===== src/rtl/adc_scan_if.sv =====
// Signal bundle between the ADC scan sequencer, the ADC front end and the
// capture register bank.
interface adc_scan_if #(
  parameter int NUM_CH = 8
);
  logic              start;
  logic              continuous;
  logic              adc_din;
  logic              adc_conv;
  logic [2:0]        adc_sel;
  logic              shift_bit;   // the bank's serial "bit" line; bit is a reserved word
  logic [NUM_CH-1:0] ADC;
  logic              busy;
  logic              frame_done;

  modport master (
    input  start, continuous, adc_din,
    output adc_conv, adc_sel, shift_bit, ADC, busy, frame_done
  );

  modport slave (
    output start, continuous, adc_din,
    input  adc_conv, adc_sel, shift_bit, ADC, busy, frame_done
  );
endinterface


===== src/rtl/adc_scan_sequencer.sv =====
// Scans NUM_CH ADC channels: convert strobe, conversion wait, then BITS serial
// bits forwarded to the capture bank with a one-hot per-channel shift enable.
module adc_scan_sequencer #(
  parameter int NUM_CH      = 8,
  parameter int BITS        = 10,
  parameter int CONV_CYCLES = 4
) (
  input logic        clk,
  input logic        reset,
  adc_scan_if.master bus
);
  localparam int CNT_MAX = (BITS > CONV_CYCLES) ? BITS : CONV_CYCLES;
  localparam int CNT_W   = $clog2(CNT_MAX + 1);

  localparam logic [2:0]        LAST_CH    = 3'(NUM_CH - 1);
  localparam logic [NUM_CH-1:0] CH0_EN     = NUM_CH'(1);
  localparam logic [CNT_W-1:0]  SHIFT_LAST = CNT_W'(BITS - 1);
  localparam logic [CNT_W-1:0]  WAIT_LAST  = CNT_W'(CONV_CYCLES - 1);

  typedef enum logic [2:0] {IDLE, CONV, WAIT, SHIFT, DONE} state_t;

  state_t           state;
  logic [2:0]       ch;
  logic [CNT_W-1:0] cnt;

  // Outputs are loaded on the edge that enters a state, so each output
  // already shows the new state's value during that state's first cycle.
  // NOTE: non-blocking assignments keep every register reading pre-edge values.
  always_ff @(posedge clk) begin
    if (reset) begin
      state          <= IDLE;
      ch             <= '0;
      cnt            <= '0;
      bus.adc_conv   <= 1'b0;
      bus.adc_sel    <= '0;
      bus.shift_bit  <= 1'b0;
      bus.ADC        <= '0;
      bus.busy       <= 1'b0;
      bus.frame_done <= 1'b0;
    end else begin
      bus.shift_bit  <= bus.adc_din;
      bus.adc_conv   <= 1'b0;
      bus.frame_done <= 1'b0;

      unique case (state)
        IDLE: begin
          if (bus.start) begin
            state        <= CONV;
            ch           <= '0;
            bus.adc_sel  <= '0;
            bus.adc_conv <= 1'b1;
            bus.busy     <= 1'b1;
          end
        end

        CONV: begin
          if (CONV_CYCLES == 0) begin
            state   <= SHIFT;
            cnt     <= SHIFT_LAST;
            bus.ADC <= CH0_EN << ch;
          end else begin
            state <= WAIT;
            cnt   <= WAIT_LAST;
          end
        end

        WAIT: begin
          if (cnt == '0) begin
            state   <= SHIFT;
            cnt     <= SHIFT_LAST;
            bus.ADC <= CH0_EN << ch;
          end else begin
            cnt <= cnt - 1'b1;
          end
        end

        SHIFT: begin
          if (cnt == '0) begin
            bus.ADC <= '0;
            if (ch == LAST_CH) begin
              state          <= DONE;
              bus.frame_done <= 1'b1;
            end else begin
              state        <= CONV;
              ch           <= ch + 1'b1;
              bus.adc_sel  <= ch + 1'b1;
              bus.adc_conv <= 1'b1;
            end
          end else begin
            cnt <= cnt - 1'b1;
          end
        end

        DONE: begin
          // The only path by which the channel index wraps back to 0.
          if (bus.continuous) begin
            state        <= CONV;
            ch           <= '0;
            bus.adc_sel  <= '0;
            bus.adc_conv <= 1'b1;
          end else begin
            state    <= IDLE;
            bus.busy <= 1'b0;
          end
        end

        default: state <= IDLE;
      endcase
    end
  end
endmodule


===== src/flat_wrapper.sv =====
// flat-port wrapper written by rule: the top's interface ports become plain ports
module adc_scan_sequencer_flat 
#(
  parameter int NUM_CH      = 8,
  parameter int BITS        = 10,
  parameter int CONV_CYCLES = 4
)
  (clk, reset, bus_start, bus_continuous, bus_adc_din, bus_adc_conv, bus_adc_sel, bus_shift_bit, bus_ADC, bus_busy, bus_frame_done);
  adc_scan_if #(.NUM_CH(NUM_CH)) bus_i ();
  input logic clk;
  input logic reset;
  input wire logic [$bits(bus_i.start)-1:0] bus_start;
  input wire logic [$bits(bus_i.continuous)-1:0] bus_continuous;
  input wire logic [$bits(bus_i.adc_din)-1:0] bus_adc_din;
  output wire logic [$bits(bus_i.adc_conv)-1:0] bus_adc_conv;
  output wire logic [$bits(bus_i.adc_sel)-1:0] bus_adc_sel;
  output wire logic [$bits(bus_i.shift_bit)-1:0] bus_shift_bit;
  output wire logic [$bits(bus_i.ADC)-1:0] bus_ADC;
  output wire logic [$bits(bus_i.busy)-1:0] bus_busy;
  output wire logic [$bits(bus_i.frame_done)-1:0] bus_frame_done;
  assign bus_i.start = bus_start;
  assign bus_i.continuous = bus_continuous;
  assign bus_i.adc_din = bus_adc_din;
  assign bus_adc_conv = bus_i.adc_conv;
  assign bus_adc_sel = bus_i.adc_sel;
  assign bus_shift_bit = bus_i.shift_bit;
  assign bus_ADC = bus_i.ADC;
  assign bus_busy = bus_i.busy;
  assign bus_frame_done = bus_i.frame_done;
  adc_scan_sequencer #(.NUM_CH(NUM_CH), .BITS(BITS), .CONV_CYCLES(CONV_CYCLES)) u_core (.clk(clk), .reset(reset), .bus(bus_i));
endmodule

===== config.mk =====
export PLATFORM = sky130hd
export DESIGN_NAME = adc_scan_sequencer_flat
export DESIGN_NICKNAME = d
export VERILOG_FILES = /design/src/rtl/adc_scan_if.sv /design/src/rtl/adc_scan_sequencer.sv /design/src/flat_wrapper.sv
export SDC_FILE = /design/constraint.sdc
export NUM_CORES = 1
export LEC_CHECK = 0
export ABC_AREA = 1
export ABC_CLOCK_PERIOD_IN_PS = 1540
export CORE_ASPECT_RATIO = 1.75
export CORE_MARGIN = 10
export CORE_UTILIZATION = 35
export CTS_BUF_LIST = sky130_fd_sc_hd__clkbuf_8
export DETAILED_ROUTE_END_ITERATION = 12
export PLACE_DENSITY = 0.63
export SLEW_MARGIN = 10
export SYNTH_ARGS = -nofsm -noshare
export SYNTH_HDL_FRONTEND = slang
export SYNTH_SLANG_ARGS = --single-unit

===== constraint.sdc =====
create_clock -name clk -period 1.54 [get_ports clk]
set_input_delay 0.308 -clock clk [delete_from_list [all_inputs] [get_ports clk]]
set_output_delay 0.308 -clock clk [all_outputs]
set_load 0.02 [all_outputs]

Yosys cells after proc, flatten, opt, wreduce, memory -nomap -nowiden. Index checks and enable logic that the tools add are counted.

Register bits: 22. Input port bits: 5. Output and inout bits: 15. Logic and storage cells: 63.

Add/subtract/negate cells: 2. Equality and inequality tests: 12. Shifts and indexed selects: 1. Mux-type cells: 26. Bitwise gates (word level): 2. Reduce and logical (&&, ||, !) cells: 12.

Operators by type and width (number): $mux W3 (8); $mux W8 (2); $pmux W8 S2 (1); $pmux W3 S5 (1); $pmux W4 S3 (1); $ne A2 B2 Y1 const B (5); $pmux W3 S3 (1); $reduce_and A3 Y1 (3); $mux W1 (8); $mux W4 (2); $shl A1 B3 Y8 const A (1); $eq A3 B2 Y1 const B (2); $eq A3 B3 Y1 const B (2); $reduce_bool A3 Y1 (2); $reduce_and A5 Y1 (1); $logic_not A4 Y1 (1); $ne A2 B1 Y1 const B (2); $reduce_bool A2 Y1 (2); $sub A4 B1 Y4 const B (1); $add A3 B1 Y3 const B (1); $eq A3 B1 Y1 const B (1); $logic_not A3 Y1 (1); $pmux W1 S3 (1); $reduce_or A3 Y1 (1); other kinds (3) (4).

Depth between registers and ports, before layout. Gate-level depths: netlist of run 1.

Depth after elaboration: 4. Gate-level depth with buffers: 9. Depth with buffers taken out: 9.

Worst setup path after synthesis of run 1. Ideal clock, no wire load.

Path type: register to register. From: register u_core.ch[0]. To: register u_core.ch[0]. Library setup time: 0.113 ns. Data arrival time: 1.259 ns. Required time: 1.427 ns. Slack: 0.168 ns. Cell stages (with the launch flop): 9. Path buffers: 0. Period minus slack after synthesis: 1.372 ns. Path through: dfxtp_1 > ha_1 > ha_1 > inv_1 > nand2_1 > nor2_1 > nor2_2 > nor2_1 > nor2_1.

Cells in the longest elaborated chain, start to end: 4. Elaborated cells between the ends (all ways): 7. Classes of those cells: add/sub: 1; eq/ne: 2; mux: 3; reduce/logical: 1.

RTL lines: start: declaration (RTL line adc_scan_sequencer.sv:23) `logic [2:0] ch;`; start signal: assignment (RTL line adc_scan_sequencer.sv:85) `ch <= ch + 1'b1;`; $add A3 B1 Y3 (RTL line adc_scan_sequencer.sv:85); $mux W3 (RTL line adc_scan_sequencer.sv:80) `if (ch == LAST_CH) begin`; $mux W3 (RTL line adc_scan_sequencer.sv:78) `if (cnt == '0) begin`; $pmux W3 S3 (RTL line adc_scan_sequencer.sv:45) `unique case (state)`.

Several ways; a longest one is shown, not always the timed one. The select of a mux whose other input is x is not followed. A chain may end at the register's enable or synchronous reset.

Worst setup path in the final report of run 1.
From: register u_core.bus.shift_bit. To: output port bus_shift_bit.

RTL lines: start: declaration (RTL line adc_scan_if.sv:18) `output adc_conv, adc_sel, shift_bit, ADC, busy, frame_done`; start signal: assignment (RTL line adc_scan_sequencer.sv:41) `bus.shift_bit <= bus.adc_din;`; end: declaration (RTL line flat_wrapper.sv:17) `output wire logic [$bits(bus_i.shift_bit)-1:0] bus_shift_bit;`.

No word-level cell between the ends.

==> summary.md, run 1 <==
| Metric | Value |
|---|---|
| Clock transition at path regs | 80 ps |
| Worst hold path endpoint | u_core.bus.ADC[7] |
| Leakage power | between 0.7 and 0.8 nW |
| CP cell instances | clkdlybuf4s50_1 |
| Post-route ant nets | 0 |
| Final setup TNS | 0 ps |
| Postcts setup bufs | 0 |
| Crit path capture type | primary output |
| GRT Residual Overflow | 0 |
| WHS | 469.3 ps |
| Max frequency | 676.9 MHz |
| DIE HEIGHT | 94.62 um |
| Register area | 442.9 um2 |
| Worst vdd ir | 1.134 mV |
| Layout overhead on the synthesized area | 28.88% |
| # IOs | 20 |
| Avg Cell Area, Syn | 7.184 um2 |
| Worst Path Arrival | 1170 ps |
| Yosys reg bits | 22 |
| CP top delay family | buffers and inverters |
| DR WL/cell | 12.45 um |
| Hold path startpoint | u_core.bus.ADC[7] |
| Buf/Inv on CP | 1 |
| Syn Nets | between 150 and 200 |
| Post-Synthesis Cell Area | 0.001114 mm2 |
| Worst Tran Pin Value | 242.9 ps |
| Hold Path Depth | 2 |
| Global Route Usage Sum | 0.09682 |
| Latest clock arrival within the worst-skew pair | 260 ps |
| Final hold viol count | 0 |
| GP Congestion | 0.8944 |
| Crit Path Class | reg -> out |
| CTS Buf Count | 3 |
| Max capacitance violation total | 0 |
| R2R depth | 8 |
| Register area share after synthesis | 0.3955 |
| CP max stage delay | ~600 ps |
| Worst r2r src | u_core.ch[0] |
| Most frequent cells in the layout | 30 x nand2_1, 25 x nor2_1, 20 x nand3_1, 20 x dfxtp_1, 16 x inv_1 |
| TritonRoute pass-1 iters | 4 |
| Cell count after placement | 217 |
| Final setup viols | 0 |
| Overall routed net length | around 2.8 mm |
| PD cells | 1799 mW/mm2 |
| Req. time, crit path | between 1000 and 1500 ps |
| Largest net degree at the start of global routing | 18 |
| Buffer depth of the longest clock path | 2 |
| Post-detail-place hpwl | 2.232 mm |
| Post-cts hold buffer count | 0 |
| Fin util | 0.4618 |
| Hold/Removal Path Class | reg -> reg |
| Crit Path Max Fanout | 1 |
| R2R setup slack | 120 ps |
| Row cnt | 27 |
| Slew headroom | 0.8368 |
| Die width | 62.64 um |
| Synth Warn # | 0 |
| Clock sink total | 22 |
| Number of DRC markers in iteration 0 | 23 |
| Cells after synthesis | approximately 160 |
| Drc violations | 0 |
| Crit. Startpoint | u_core.bus.shift_bit |
| Initial antenna violation count | 0 |
| Core ar. | just over 0.003 mm2 |
| Final instance count without filler cells | 221 |
| Fraction of layout cells with a size suffix above 1 | 0.1292 |
| Startpoint Class | flop |
| Slowest library cell on the worst path | clkdlybuf4s50_1 |
| Unique masters post-synth | 22 |
| RR Endpoint | u_core.ch[2] |
| Status | finished clean |
| Diodes inserted | 0 |
| Initial core utilization | 0.3583 |
| Via/cell ratio | 4.851 |
| FILL cells | 318 |
| Worst Clk Skew | 2.683 ps |
| Vias in the first global route | 1124 |
| Area of the multi-input gates | between 500 and 600 um2 |
| I/O Buffers | 19 |
| First-pass GRT wire length | 4.671 mm |
| CTS tree | yes |
| Commonest non-fill, non-tap cell in the layout | nand2_1 |
| Root Buffer | clkbuf_8 |
| DR vias | ~1.1k |
| H-tree levels | 1 |
| Post-layout minimum cycle time | 1477 ps |
| Die area | 0.005927 mm2 |
| Pins Over Slew Limit | 0 |
| Crit share post-route | 0.9593 |
| Total Nets Final | 191 |
## what timing repair did
item                                    CTS  global route
gates resized for setup                   5            13
pin swaps                                 0             1
gates cloned                              0             0
endpoints found under the setup margin    5            14
## kinds of logic (layout without fill, tap and decap cells)
| group | after synthesis | after routing | synth area share |
|---|---|---|---|
| adders and majority gates | 7 | 7 | 0.07865 |
| buffers and inverters | 22 | 45 | 0.08202 |
| and+or+nand+nor | 87 | 87 | 0.3595 |
| AOI/OAI and AO/OA | 17 | 17 | 0.08428 |
| DFF | 22 | 22 | 0.3955 |
## synth_stat cells, drive strengths merged
| cell | number | area (um2) |
|---|---|---|
| nand2 | 34 | 147.6 |
| nor2 | 30 | 132.6 |
| dfxtp | 22 | 440.4 |
| nand3 | 21 | 110.1 |
| inv | 19 | 71.32 |
| o21ai | 11 | 58.81 |
| ha | 7 | 87.58 |
| a21oi | 4 | 20.02 |
| buf | 2 | 16.26 |
| nor3 | 2 | 10.01 |
| clkinv | 1 | 3.750 |
| o211ai | 1 | 7.510 |
| o31ai | 1 | 7.510 |
## worst max path at each step
stage	to	cells past startpoint
6_report	bus_shift_bit	1
3_5_place_dp	u_core.ch[0]	8
3_3_place_gp	u_core.ch[0]	8
5_1_grt	u_core.ch[2]	8
2_1_floorplan	u_core.ch[0]	8
4_1_cts	bus_ADC[3]	1
## power breakdown
part	switching (mW)	internal (mW)	total [mW]	leakage, nW
clock	0.187	0.228	0.415	0.0288
combinational	0.852	0.451	1.30	0.576
sequential	0.146	0.717	0.864	0.181
## metrics by stage
step	power (mW)	setup WS, ps	area, um2
detailed placement	2.197	96.44	1356
global route	2.832	-9.437	1435
CTS	2.591	3.519	1405
finish	2.582	62.70	1435
floorplan	1.825	168.3	1114
global placement	2.167	142.6	1356
## state kept, by name, indices dropped and copies added (netlist names)
name / flops
u_core.bus.adc_conv: 1
u_core.state: 3
u_core.bus.shift_bit: 1
u_core.bus.busy: 1
u_core.bus.ADC: 8
u_core.cnt: 4
u_core.bus.frame_done: 1
u_core.ch: 3
## layout make-up
type / instances / area share
multi-input combinational: 111 / 0.4089
sequential: 22 / 0.3086
timing repair buffer: 21 / 0.1543
inverter: 20 / 0.05231
clock buffer: 4 / 0.03836
tap: 43 / 0.03749
## routing by layer
| layer | track usage | up-vias | routed length (um) |
|---|---|---|---|
| met5 | 0 | - | 0 |
| met4 | 0.07865 | 0 | 131 |
| met3 | 0.02607 | 11 | 102 |
| met2 | 0.1907 | 25 | 1533 |
| met1 | 0.07745 | 493 | 983 |
| li1 | - | 543 | - |
## worst register-to-register path, delay by kind of cell (launching register included)
kind,cells,cell delay (ps)
and+or+nand+nor,5,500
adders and majority gates,2,410
buffers and inverters,1,80
DFF,1,370
Note: power is estimated with default switching activity, not from simulation.
==> run 2: changes to the inputs <==
TNS_END_PERCENT = 30   (was default)
==> results of run 2 <==
Final layout, timing and power as in run 1 (identical DEF).
==> run 3: changes to the inputs <==
SLEW_MARGIN = default   (was 10)
==> results of run 3 <==
Final layout, timing and power as in run 1 (identical DEF).
